File: src/rtl/motor_ctrl_pkg.sv
// Shared types and constants for the DC motor speed controller.
package motor_ctrl_pkg;

  typedef enum logic [1:0] {IDLE, CAPTURE, CALC, COMMIT} ctrl_state_t;

  localparam int unsigned GAIN_W            = 8;
  localparam int unsigned GAIN_FRAC_BITS    = 4;
  localparam int unsigned DEFAULT_ACC_WIDTH = 24;

  // Symmetric integrator bound: +/-(2^(acc_width-1) - 1)
  function automatic longint acc_limit(input int unsigned acc_width);
    return (longint'(1) << (acc_width - 1)) - longint'(1);
  endfunction

endpackage

File: src/rtl/pwm_gen.sv
// Glitch-free PWM: duty is shadowed and only taken at a period boundary.
module pwm_gen #(
  parameter int unsigned DUTY_WIDTH = 8,
  parameter int unsigned PWM_PRESC  = 1
) (
  input  logic                  clk,
  input  logic                  reset,
  input  logic                  enable,
  input  logic [DUTY_WIDTH-1:0] duty,
  output logic                  pwm_out
);

  localparam int unsigned PRESC_W = (PWM_PRESC > 1) ? $clog2(PWM_PRESC) : 1;

  logic [PRESC_W-1:0]    presc_cnt;
  logic [DUTY_WIDTH-1:0] pwm_cnt;
  logic [DUTY_WIDTH-1:0] duty_act;
  logic                  presc_wrap_c;

  assign presc_wrap_c = (presc_cnt == PRESC_W'(PWM_PRESC - 1));

  always_ff @(posedge clk) begin
    if (reset) begin
      presc_cnt <= '0;
      pwm_cnt   <= '0;
      duty_act  <= '0;
      pwm_out   <= 1'b0;
    end else begin
      presc_cnt <= presc_wrap_c ? '0 : presc_cnt + PRESC_W'(1);
      if (presc_wrap_c) pwm_cnt <= pwm_cnt + DUTY_WIDTH'(1);
      // New duty only when the counter rolls over to 0
      if (!enable)                          duty_act <= '0;
      else if (presc_wrap_c && &pwm_cnt)    duty_act <= duty;
      pwm_out <= enable && (pwm_cnt < duty_act);
    end
  end

endmodule

File: src/rtl/motor_speed_ctrl.sv
// Closed-loop PI speed regulator: periodic update of duty from setpoint/freq,
// followed by a glitch-free PWM driver for the H-bridge enable.
module motor_speed_ctrl
  import motor_ctrl_pkg::*;
#(
  parameter int unsigned FREQ_WIDTH  = 8,
  parameter int unsigned DUTY_WIDTH  = 8,
  parameter int unsigned ACC_WIDTH   = DEFAULT_ACC_WIDTH,
  parameter int unsigned CLK_FREQ_HZ = 100_000_000,
  parameter int unsigned UPDATE_HZ   = 100,
  parameter int unsigned PWM_FREQ_HZ = 20_000
) (
  input  logic                  clk,
  input  logic                  reset,
  input  logic                  enable,
  input  logic [FREQ_WIDTH-1:0] setpoint,
  input  logic [FREQ_WIDTH-1:0] freq,
  input  logic [GAIN_W-1:0]     kp,
  input  logic [GAIN_W-1:0]     ki,
  output logic [DUTY_WIDTH-1:0] duty,
  output logic                  pwm_out,
  output logic                  saturated,
  output logic                  update
);

  localparam int unsigned TICK_DIV  = CLK_FREQ_HZ / UPDATE_HZ;
  localparam int unsigned TICK_W    = $clog2(TICK_DIV);
  localparam int unsigned PWM_RAW   = CLK_FREQ_HZ / (PWM_FREQ_HZ * (2 ** DUTY_WIDTH));
  localparam int unsigned PWM_PRESC = (PWM_RAW > 0) ? PWM_RAW : 1;
  localparam int unsigned ERR_W     = FREQ_WIDTH + 1;
  localparam int unsigned PROD_W    = FREQ_WIDTH + 10;
  localparam int unsigned SUM_W     = ACC_WIDTH + 1;

  localparam logic signed [SUM_W-1:0] ACC_MAX  = SUM_W'(acc_limit(ACC_WIDTH));
  localparam logic signed [SUM_W-1:0] ACC_MIN  = -ACC_MAX;
  localparam logic signed [SUM_W-1:0] DUTY_MAX = SUM_W'((2 ** DUTY_WIDTH) - 1);

  ctrl_state_t state, state_nx;

  logic [TICK_W-1:0]        tick_cnt;
  logic                     tick;
  logic signed [ERR_W-1:0]  err_q;
  logic [GAIN_W-1:0]        kp_q, ki_q;
  logic                     sp_zero_q;
  logic signed [ACC_WIDTH-1:0] integ;
  logic signed [SUM_W-1:0]  i_next_q, sum_q;

  logic signed [PROD_W-1:0] p_c, ki_term_c;
  logic signed [SUM_W-1:0]  i_raw_c, i_next_c, sum_c;
  logic                     sat_hi_c, sat_lo_c, err_pos_c, err_neg_c;

  assign tick = enable && (tick_cnt == TICK_W'(TICK_DIV - 1));

  // Update-rate divider, parked at 0 while stopped
  always_ff @(posedge clk) begin
    if (reset || !enable) tick_cnt <= '0;
    else if (tick)        tick_cnt <= '0;
    else                  tick_cnt <= tick_cnt + TICK_W'(1);
  end

  always_ff @(posedge clk) begin
    if (reset) state <= IDLE;
    else       state <= state_nx;
  end

  always_comb begin
    state_nx = state;
    case (state)
      IDLE:    if (tick) state_nx = CAPTURE;
      CAPTURE: state_nx = CALC;
      CALC:    state_nx = COMMIT;
      COMMIT:  state_nx = IDLE;
      default: state_nx = IDLE;
    endcase
    if (!enable) state_nx = IDLE;
  end

  // PI arithmetic on the latched operands
  always_comb begin
    p_c       = PROD_W'($signed({1'b0, kp_q})) * PROD_W'(err_q);
    ki_term_c = PROD_W'($signed({1'b0, ki_q})) * PROD_W'(err_q);
    i_raw_c   = SUM_W'(integ) + SUM_W'(ki_term_c);
    if (i_raw_c > ACC_MAX)      i_next_c = ACC_MAX;
    else if (i_raw_c < ACC_MIN) i_next_c = ACC_MIN;
    else                        i_next_c = i_raw_c;
    sum_c = (SUM_W'(p_c) + i_next_c) >>> GAIN_FRAC_BITS;
  end

  assign sat_lo_c  = sum_q[SUM_W-1];
  assign sat_hi_c  = (sum_q > DUTY_MAX);
  assign err_neg_c = err_q[ERR_W-1];
  assign err_pos_c = !err_q[ERR_W-1] && (err_q != '0);

  // Datapath registers; each state's work lands on the edge that enters it
  always_ff @(posedge clk) begin
    if (reset) begin
      err_q     <= '0;
      kp_q      <= '0;
      ki_q      <= '0;
      sp_zero_q <= 1'b0;
      i_next_q  <= '0;
      sum_q     <= '0;
      integ     <= '0;
      duty      <= '0;
      saturated <= 1'b0;
      update    <= 1'b0;
    end else if (!enable) begin
      integ     <= '0;
      duty      <= '0;
      saturated <= 1'b0;
      update    <= 1'b0;
    end else begin
      update <= 1'b0;
      case (state)
        IDLE: if (tick) begin
          err_q     <= $signed({1'b0, setpoint}) - $signed({1'b0, freq});
          kp_q      <= kp;
          ki_q      <= ki;
          sp_zero_q <= (setpoint == '0);
        end
        CAPTURE: begin
          i_next_q <= i_next_c;
          sum_q    <= sum_c;
        end
        CALC: begin
          update <= 1'b1;
          if (sp_zero_q) begin
            duty      <= '0;
            integ     <= '0;
            saturated <= 1'b0;
          end else begin
            duty      <= sat_hi_c ? '1 : (sat_lo_c ? '0 : sum_q[DUTY_WIDTH-1:0]);
            saturated <= sat_hi_c | sat_lo_c;
            // Anti-windup: freeze the integrator while pushing further into a clamp
            if (!(sat_hi_c && err_pos_c) && !(sat_lo_c && err_neg_c))
              integ <= i_next_q[ACC_WIDTH-1:0];
          end
        end
        default: ;
      endcase
    end
  end

  pwm_gen #(
    .DUTY_WIDTH (DUTY_WIDTH),
    .PWM_PRESC  (PWM_PRESC)
  ) u_pwm_gen (
    .clk     (clk),
    .reset   (reset),
    .enable  (enable),
    .duty    (duty),
    .pwm_out (pwm_out)
  );

endmodule

File: config.mk
export PLATFORM = sky130hd
export DESIGN_NAME = motor_speed_ctrl
export DESIGN_NICKNAME = d
export VERILOG_FILES = /design/src/rtl/motor_ctrl_pkg.sv /design/src/rtl/pwm_gen.sv /design/src/rtl/motor_speed_ctrl.sv
export SDC_FILE = /design/constraint.sdc
export NUM_CORES = 1
export LEC_CHECK = 0
export BUFFER_PORTS_ARGS = -buffer_cell sky130_fd_sc_hd__buf_2
export CAP_MARGIN = 20
export CORE_MARGIN = 5
export CORE_UTILIZATION = 55
export DETAILED_ROUTE_END_ITERATION = 10
export PLACE_DENSITY = 0.72
export SYNTH_ARGS = -nofsm -noshare
export SYNTH_HDL_FRONTEND = slang
export SYNTH_HIERARCHICAL = 1
export SYNTH_SLANG_ARGS = --single-unit
File: constraint.sdc
create_clock -name clk -period 18.72 [get_ports clk]
set_input_delay 0 -clock clk [delete_from_list [all_inputs] [get_ports clk]]
set_output_delay 0 -clock clk [all_outputs]
set_load 0.02 [all_outputs]
* After elaboration in Yosys (flattened, before gate mapping)
Cells that the tools add are included.
** Storage, ports and cells
- Flip-flop bits (word level) :: 149
- Input port bits :: 35
- Output and inout bits :: 11
- Word-level logic and storage cells :: 70
** Operators by class
- $add $sub $neg :: 6
- Multiply operators :: 2
- $lt $le $gt $ge :: 4
- Eq/ne operators :: 6
- Mux-type cells :: 11
- Bitwise logic cells :: 2
- Reductions and logical operators :: 23
** Operator list (count)
- two-way mux 25 bit :: 2
- two-way mux 24 bit :: 2
- multiplier 9 x 9 -> 18 bit :: 2
- adder 18 x 25 -> 25 bit :: 1
- adder 24 x 18 -> 25 bit :: 1
- > comparator 25 x 24 -> 1 bit (second input constant) :: 1
- < comparator 25 x 24 -> 1 bit (second input constant) :: 1
- two-way mux 8 bit :: 3
- > comparator 21 x 9 -> 1 bit (second input constant) :: 1
- adder 20 x 1 -> 20 bit (second input constant) :: 1
- == test 20 bit (second input constant) :: 1
- nonzero test 9 bit :: 1
- subtractor 8 x 8 -> 9 bit :: 1
- adder 8 x 1 -> 8 bit (second input constant) :: 1
- zero test 8 bit :: 1
- < comparator 8 bit :: 1
- case mux 2 bit (4 select lines) :: 1
- AND reduction 8 bit :: 1
- logical AND 1 bit :: 7
- OR reduction 2 bit :: 3
- adder 5 x 1 -> 5 bit (second input constant) :: 1
- == test 5 bit (second input constant) :: 1
- == test 2 bit (second input constant) :: 2
- zero test 1 bit :: 4
- 11 further kinds :: 13

* Logic depth before layout (Yosys ltp)
Gate-level depths: netlist of run 1.
- Depth after elaboration :: 7
- Mapped depth :: 45

* Hierarchy
Netlist of run 1, hierarchy kept.
** Modules (own cells, without submodules)
- motor_speed_ctrl :: times used 1, cells each 1512, area an instance 12608.3 µm², sequential area each 2542.4 µm²
- pwm_gen :: times used 1, cells each 129, area an instance 1153.6 µm², sequential area each 440.4 µm²

* Worst setup path after synthesis of run 1
No wires, ideal clock.
- Path kind :: register -> register
- Start point :: register err_q[8]
- End point :: register sum_q[19]
- Setup time :: 120 ps
- Data arrival time :: 10161 ps
- Required time :: 18600 ps
- Path slack :: 8440 ps
- Stages on the path, launching flop included :: 40
- Period minus slack after synthesis :: 10280 ps
- Path through :: dfxtp_1 clkinv_1 nor2_1 fa_1 fa_1 fa_1 fa_1 inv_1 fa_1 inv_1 ha_1 a21o_1 or2_0 o22ai_1 xnor2_1 or3_4 nor4b_4 and3_1 [... 4 more ...] fa_1 inv_1 fa_1 fa_1 inv_1 ha_1 a21o_1 a21o_1 a21oi_1 nand2_1 a21o_1 a21oi_1 o31a_1 a31o_2 nor3_2 o21ai_2 and4_1 a211o_1
** Between the ends
- Word-level cells in the longest chain between the ends :: 6
- Elaborated cells on any way between the ends :: 8
- Classes of those cells :: add/sub (2); mul (2); order compare (2); mux (2)
** Ends and longest elaborated chain
- start, declared :: line motor_speed_ctrl.sv:42 : logic signed [ERR_W-1:0] err_q;
- start signal, assigned :: line motor_speed_ctrl.sv:116 : err_q <= $signed({1'b0, setpoint}) - $signed({1'b0, freq});
- multiplier 9 x 9 -> 18 bit * :: line motor_speed_ctrl.sv:81 : ki_term_c = PROD_W'($signed({1'b0, ki_q})) * PROD_W'(err_q);
- adder 24 x 18 -> 25 bit * :: line motor_speed_ctrl.sv:82 : i_raw_c = SUM_W'(integ) + SUM_W'(ki_term_c);
- < comparator 25 x 24 -> 1 bit :: line motor_speed_ctrl.sv:84 : else if (i_raw_c < ACC_MIN) i_next_c = ACC_MIN;
- two-way mux 25 bit :: line motor_speed_ctrl.sv:84
- two-way mux 25 bit * :: line motor_speed_ctrl.sv:83 : if (i_raw_c > ACC_MAX) i_next_c = ACC_MAX;
- named net i_next_c[8] :: line motor_speed_ctrl.sv:49 : logic signed [SUM_W-1:0] i_raw_c, i_next_c, sum_c;
- adder 18 x 25 -> 25 bit * :: line motor_speed_ctrl.sv:86 : sum_c = (SUM_W'(p_c) + i_next_c) >>> GAIN_FRAC_BITS;
- end signal, assigned :: line motor_speed_ctrl.sv:123 : sum_q <= sum_c;
- end, declared :: line motor_speed_ctrl.sv:46 : logic signed [SUM_W-1:0] i_next_q, sum_q;
The timed path passes the listed nets; every way through them passes the cells marked *.
A chain may end at the register's enable or synchronous reset.

* Worst setup path in the final report of run 1
Same ends and word-level chain as after synthesis.

==> results.md, run 1 <==
* Status: finished, final reports clean
* TritonCTS clock tree: built
* Die width at 168 um
* Max FO, Critical Path at 31
* Post-synthesis mux area share at 0.00300
* Synth Area in Compound Gates at 0.135
* Later-pin clock latency in the skew report at 450 ps
* RSZ-0062 raised after global routing: no
* Power density over the cells at 47.0 nW/um^2
* Vias at around 11,000
* R2R setup slack at approximately 7600 ps
* Vias in the first global route at 11,063
* Fin area at 15,000 um^2
* Slowest-stage cell, CP: fa_1
* Sequential-to-total area share from yosys stat at 0.217
* Highest clock rate at 0.0902 GHz
* Worst hold slack at just under 40 ps
* Maximum VDD drop at 0.0448 mV
* Dpl hpwl at 24,500 um
* # nets final at 1,982
* Top cell family by delay on the critical path: adder cells
* Area growth, synth to finish at 9.14%
* Post-Synth XOR/XNOR Area at 0.0385
* Inserted Diodes at 0
* Placer Congestion at just over 0.9
* Io pins at 46
* Max Clock Skew at 10.4 ps
* Die height at 168 um
* R2r startpoint: err_q[8]$_SDFFE_PP0P_
* Setup Buffers After CTS at 0
* Syn avg cell area at 8.39 um^2
* Drt initial violations at 906
* Final ANT Viol Nets at 0
* Worst-Margin Slew at 986 ps
* Dpl cell area at ~14,000 um^2
* Final WL at 33,200 um
* First-pass GRT wire length at 55,200 um
* Syn nets at 1,962
* Post-synthesis cell count at 1,641
* Simple-gate share of the synthesized area at 0.199
* Number of fill cells at approximately 2,200
* Synth area leaders: dfxtp_1 22%, fa_1 17%, ha_1 16%, inv_1 5.9%, nand2_1 5.1%
* Main synth FF type: dfxtp_1
* CP arrival at 11,420 ps
* Largest family of logic cells by synthesized area: adder cells
* Footprint of the multi-input gates at 9660 um^2
* Number of flops mapped to enable cells by yosys at 0
* Crit end category: flip-flop
* Placeable core area at 24,500 um^2
* TritonCTS Buffers at 17
* Asr flop ratio synth at 0
* Setup WS pre-CTS at 7780 ps
* Minimum clock period at 11,090 ps
* Count of different cell masters after synthesis at 81
* Initial Util at 0.563
* # rows at 57
* Netlist Area Pre-Place at between 10,000 and 15,000 um^2
* CP most frequent cell: fa_1
* Adder-cell share of the synthesized area at 0.326
* Number of synthesized register bits at 149
* WL per Instance at 16.6 um
* Setup CP Type: flip-flop to flip-flop
* Clock Sinks at 149
* Final worst-path cycle share at 0.592
* Root Driver: clkbuf_16
* Pre-Repair DR Iteration Count at 5
* Final Hold Vio Count at 0
* Max_slew headroom at 0.335
* Layout cells sized above 1 at 0.0705
* Commonest cells in the netlist: 218 x inv_1, 188 x nand2_1, 171 x ha_1
* Crit path buf inv count at 7
* Clock Tree Buf Depth at 2
* Grt total ovfl at 0
* Yosys top cell area share at 0.217
* CTS clk-pin slew, worst paths at approximately 80 ps
* Max incr delay on CP at 540 ps
* Fin Setup TNS at 0 ps
* Crit path from: err_q[8]$_SDFFE_PP0P_
* Antenna violations before repair at 0
* Total die area at between 20,000 and 30,000 um^2
* DR DRC count at 0
* Most frequent cell after synthesis: inv_1
* CTS Hold Bufs at 20
* Slew Viols, Final at 0
* Port Buffer Count at 45
* Setup violations, final at 0
* Yosys warning count at 6
* Hold_sp: setpoint[7]
* Worst hold-check path type: input pin to flip-flop
* Synth area leader: dfxtp_1
* Max-cap viol count at 0
* Gr usage total at 0.238
* Setup WS post-layout at 7630 ps
* CP required at 19,060 ps
* Largest net degree at the start of global routing at between 80 and 90
* CP Launch Type: flip-flop
* Leakage at 7.27 nW
* Reg area at 2980 um^2
* CTS resizes at 0
* H-tree levels at 4
* DR vias/cell at 5.69
## report_power, final
group	switching [W]	leakage, nW	internal [W]	total [W]
registers	0.000000801	1.20	0.000317	0.000318
clock network	0.000180	0.303	0.000184	0.000364
logic	0.0000131	5.77	0.0000109	0.0000241
## registers in the layout, indices dropped and copies added, names as in the netlist, 2 cells and up
name                 count
duty                     8
err_q                    9
i_next_q                24
integ                   24
ki_q                     8
kp_q                     8
state                    2
sum_q                   21
tick_cnt                20
u_pwm_gen/duty_act       8
u_pwm_gen/presc_cnt      5
u_pwm_gen/pwm_cnt        8
## layer usage
metal	track usage	routed length, um	share of wire
met5	0	0	0
met4	0.0776	963	0.029
met3	0.0394	2070	0.062
met2	0.382	15600	0.47
met1	0.328	14600	0.44
## layout by cell type, fill, tap and decap left out, types with 22 or more instances in the layout
cell type / instances
inv_1: 218
nand2_1: 188
ha_1: 171
dfxtp_1: 149
nor2_1: 126
fa_1: 115
a21oi_1: 112
and2_1: 68
buf_2: 45
nand3_1: 35
o21ai_0: 32
xor2_1: 32
nand2b_1: 29
xnor2_1: 24
a22oi_1: 24
a21o_1: 23
nor3_1: 22
## path summary, 6_finish.rpt
kind | to | cells after the start
max | sum_q[19]$_SDFFE_PP0P_ | 39
min | err_q[7]$_SDFFE_PP0P_ | 5
max reg2reg | sum_q[19]$_SDFFE_PP0P_ | 39
min reg2reg | sum_q[0]$_SDFFE_PP0P_ | 2
## tightest hold or removal path, stage by stage
cell and delay (ps):
buf_2 90, ha_1 160, xnor2_1 80, nand2_1 60, a21oi_1 50
## through the flow
step	std cells	power (W)	utilization
global route	1998	0.000729	0.614
global placement	1945	0.000346	0.580
floorplan	1641	0.000339	-
finish	1998	0.000706	0.614
detailed placement	1945	0.000347	0.580
CTS	1997	0.000712	0.614
## area by class of cell
cell class	instances	area share
tap	324	0.0270
inverter	221	0.0552
sequential	149	0.199
timing repair buffer	77	0.0346
clock buffer	17	0.0283
clock inverter	15	0.0132
multi-input combinational	1195	0.643
## cell families (layout without fill, tap and decap cells)
| kind of cell | count (synthesis) | in the layout |
|---|---|---|
| adders and majority gates | 290 | 290 |
| AOI/OAI and AO/OA | 286 | 286 |
| muxes | 4 | 4 |
| DFF | 149 | 149 |
| xor gates and xnor gates | 58 | 58 |
| buffers and inverters | 297 | 330 |
| and+or+nand+nor | 557 | 557 |
(Power assumes the default switching activity.)
==> run 2: changes to the inputs <==
- clock period: 18.72 -> 11.4 ns (I/O delays scaled with it)
==> results.md, run 2 (synthesis gave the netlist of run 1 again) <==
* Initial Util at 0.563 (unchanged)
* Gr usage total at 0.242 (+0.00492)
* Most common cell after layout, fill and taps aside: inv_1
* Pre-Repair DR Iteration Count at 6 (+1)
* Regs by FF count: i_next_q (24), integ (24), sum_q (21)
* Die height at 168 um (unchanged)
* Leakage at 7.27 nW (about the same)
* Later-pin clock latency in the skew report at 450 ps (about the same)
* Layout cells sized above 1 at 0.0728 (+0.00235)
* Metal-1 WL at 15,200 um (+4.3%)
* Worst hold-check path type: input pin to flip-flop
* Die width at 168 um (unchanged)
* Worst r2r path cells at 37 (-5.1%)
* Fin Setup TNS at 0 ps (unchanged)
* # nets final at 1,983 (+0.050%)
* Maximum VDD drop at 0.0919 mV (+110%)
* # rows at 57 (unchanged)
* Vias in the first global route at 11,375 (+2.8%)
* Max_slew headroom at 0.194 (-0.141)
* Setup WS post-layout at 551 ps (-7080 ps)
* Final WL at 34,000 um (+2.3%)
* TritonCTS clock tree: built
* Placeable core area at 24,500 um^2 (unchanged)
* Max-cap viol count at 0 (unchanged)
* Fin area at 15,000 um^2 (+0.13%)
* Dpl hpwl at 25,600 um (+4.4%)
* Final Hold Vio Count at 0 (unchanged)
* Root Driver: clkbuf_16
* Area growth, synth to finish at 9.27%
* Highest clock rate at 0.0922 GHz (+2.2%)
* Psw at 0.000318 W (+64%)
* Largest net degree at the start of global routing at 84 (unchanged)
* CP Launch Type: flip-flop
* Uppermost layer routed: met4
* Comb pwr share at 0.034 (about the same)
* Worst hold endpoint: err_q[1]$_SDFFE_PP0P_
* Slowest-stage cell, CP: dfxtp_1
* Pint at 0.000841 W (+64%)
* Clock Sinks at 149 (unchanged)
* Part of the power in registers at 0.451 (about the same)
* Final ANT Viol Nets at 0 (unchanged)
* Setup violations, final at 0 (unchanged)
* DR DRC count at 0 (unchanged)
* Minimum clock period at 10,850 ps (-236 ps)
* Power density over the cells at 77.1 nW/um^2 (+64%)
* WL met3 at 2240 um (+8.1%)
* Setup Buffers After CTS at 0 (unchanged)
* Hold depth at 5 (unchanged)
* First-pass GRT wire length at 56,500 um (+2.3%)
* Max incr delay on CP at 800 ps (+260 ps)
* CP arrival at 11,180 ps (-240 ps)
* Post-layout util at 0.615 (+0.000767)
* Max FO, Critical Path at 18 (-42%)
* Total die area at 28,300 um^2 (unchanged)
* RSZ-0062 raised after global routing: no
* Setup WS pre-CTS at 745 ps (-7030 ps)
* Vias at 11,367 (-0.079%)
* Setup CP Type: flip-flop to flip-flop
* R2R setup slack at 550 ps (-7080 ps)
* Placer Congestion at 0.917 (+1.3%)
* Worst-Margin Slew at 1200 ps (+210 ps)
* Most frequent cells in the layout: 218 x inv_1, 188 x nand2_1, 171 x ha_1
* Port Buffer Count at 45 (unchanged)
* Antenna violations before repair at 0 (unchanged)
* Dpl cell area at 14,200 um^2 (about the same)
* Drt initial violations at 865 (-4.5%)
* Wire length on met2 at 15,500 um (-0.40%)
* Io pins at 46 (unchanged)
* Non-filler cells in the finished layout at 2,000 (+0.10%)
* Crit end category: flip-flop
* Status: finished, final reports clean
* TritonCTS Buffers at 17 (unchanged)
* CP most frequent cell: fa_1
* R2r startpoint: err_q[7]$_SDFFE_PP0P_
* DR vias/cell at 5.68 (-0.18%)
* WL per Instance at 17.0 um (+2.2%)
* Hold_sp: freq[1]
* Worst R2R End: sum_q[19]$_SDFFE_PP0P_
* Slew Viols, Final at 0 (unchanged)
* Max Clock Skew at 15.5 ps (+5.12 ps)
* Switching share of power at 0.274 (about the same)
* H-tree levels at 4 (unchanged)
* Inst Count DP at 1,946 (+0.051%)
* CTS clk-pin slew, worst paths at 80 ps (about the same)
* Clock Tree Buf Depth at 2 (unchanged)
* CP required at 11,730 ps (-7330 ps)
* Grt total ovfl at 0 (unchanged)
* Final worst-path cycle share at 0.952 (+0.360)
* Clock power frac at 0.515 (about the same)
[run 2: critical path: cells and delay by family (launching register included)]
family | cells | cell delay [ps]
AO/OA/AOI/OAI | 15 | 3440
adder cells (fa/ha/maj) | 10 | 4800
buffers and inverters | 5 | 540
flip-flops | 1 | 800
AND/OR/NAND/NOR | 7 | 1130
[run 2: power by group through the flow]
| stage | sequential (W) | clock, W | combinational (W) |
|---|---|---|---|
| floorplan | 0.000534 | 0 | 0.0000218 |
| CTS | 0.000522 | 0.000604 | 0.0000390 |
| detailed placement | 0.000535 | 0 | 0.0000341 |
| global placement | 0.000535 | 0 | 0.0000336 |
| global route | 0.000523 | 0.000626 | 0.0000438 |
| finish | 0.000522 | 0.000597 | 0.0000392 |
[run 2: routing by layer]
metal / vias to the layer above / track usage
met5: - / 0
met4: 0 / 0.0801
met3: 67 / 0.0537
met2: 331 / 0.386
met1: 5498 / 0.329
li1: 5471 / -
[run 2: cell type report]
class / count / area [um^2]
Antenna cell: 1 / 2.50
Fill cell: 2150 / 9420
Inverter: 221 / 830
Timing Repair Buffer: 78 / 527
Multi-Input combinational cell: 1195 / 9660
Sequential cell: 149 / 2990
Clock buffer: 17 / 425
Clock inverter: 15 / 204
Tap cell: 324 / 405
[run 2: what timing repair did]
item                       in CTS  in global routing
hold endpoints to repair       18                  0
hold buffers                   20                  0
setup endpoints to repair       0                  5
gates resized for setup         0                  3
[run 2: worst max-delay path by stage]
stage,start,end,slack (ps),cells after the start
5_1_grt,err_q[7]$_SDFFE_PP0P_,sum_q[19]$_SDFFE_PP0P_,0.02,37
2_1_floorplan,err_q[8]$_SDFFE_PP0P_,sum_q[19]$_SDFFE_PP0P_,1120,39
4_1_cts,err_q[1]$_SDFFE_PP0P_,sum_q[19]$_SDFFE_PP0P_,630,40
3_3_place_gp,err_q[1]$_SDFFE_PP0P_,sum_q[19]$_SDFFE_PP0P_,1080,40
3_5_place_dp,err_q[1]$_SDFFE_PP0P_,sum_q[19]$_SDFFE_PP0P_,750,40
6_report,err_q[7]$_SDFFE_PP0P_,sum_q[19]$_SDFFE_PP0P_,550,37
[run 2: metrics by stage]
step	hold slack, ps	total power [W]
floorplan	76.8	0.000556
finish	35.8	0.00116
detailed placement	251	0.000569
global placement	248	0.000568
CTS	30.6	0.00117
global route	66.9	0.00119
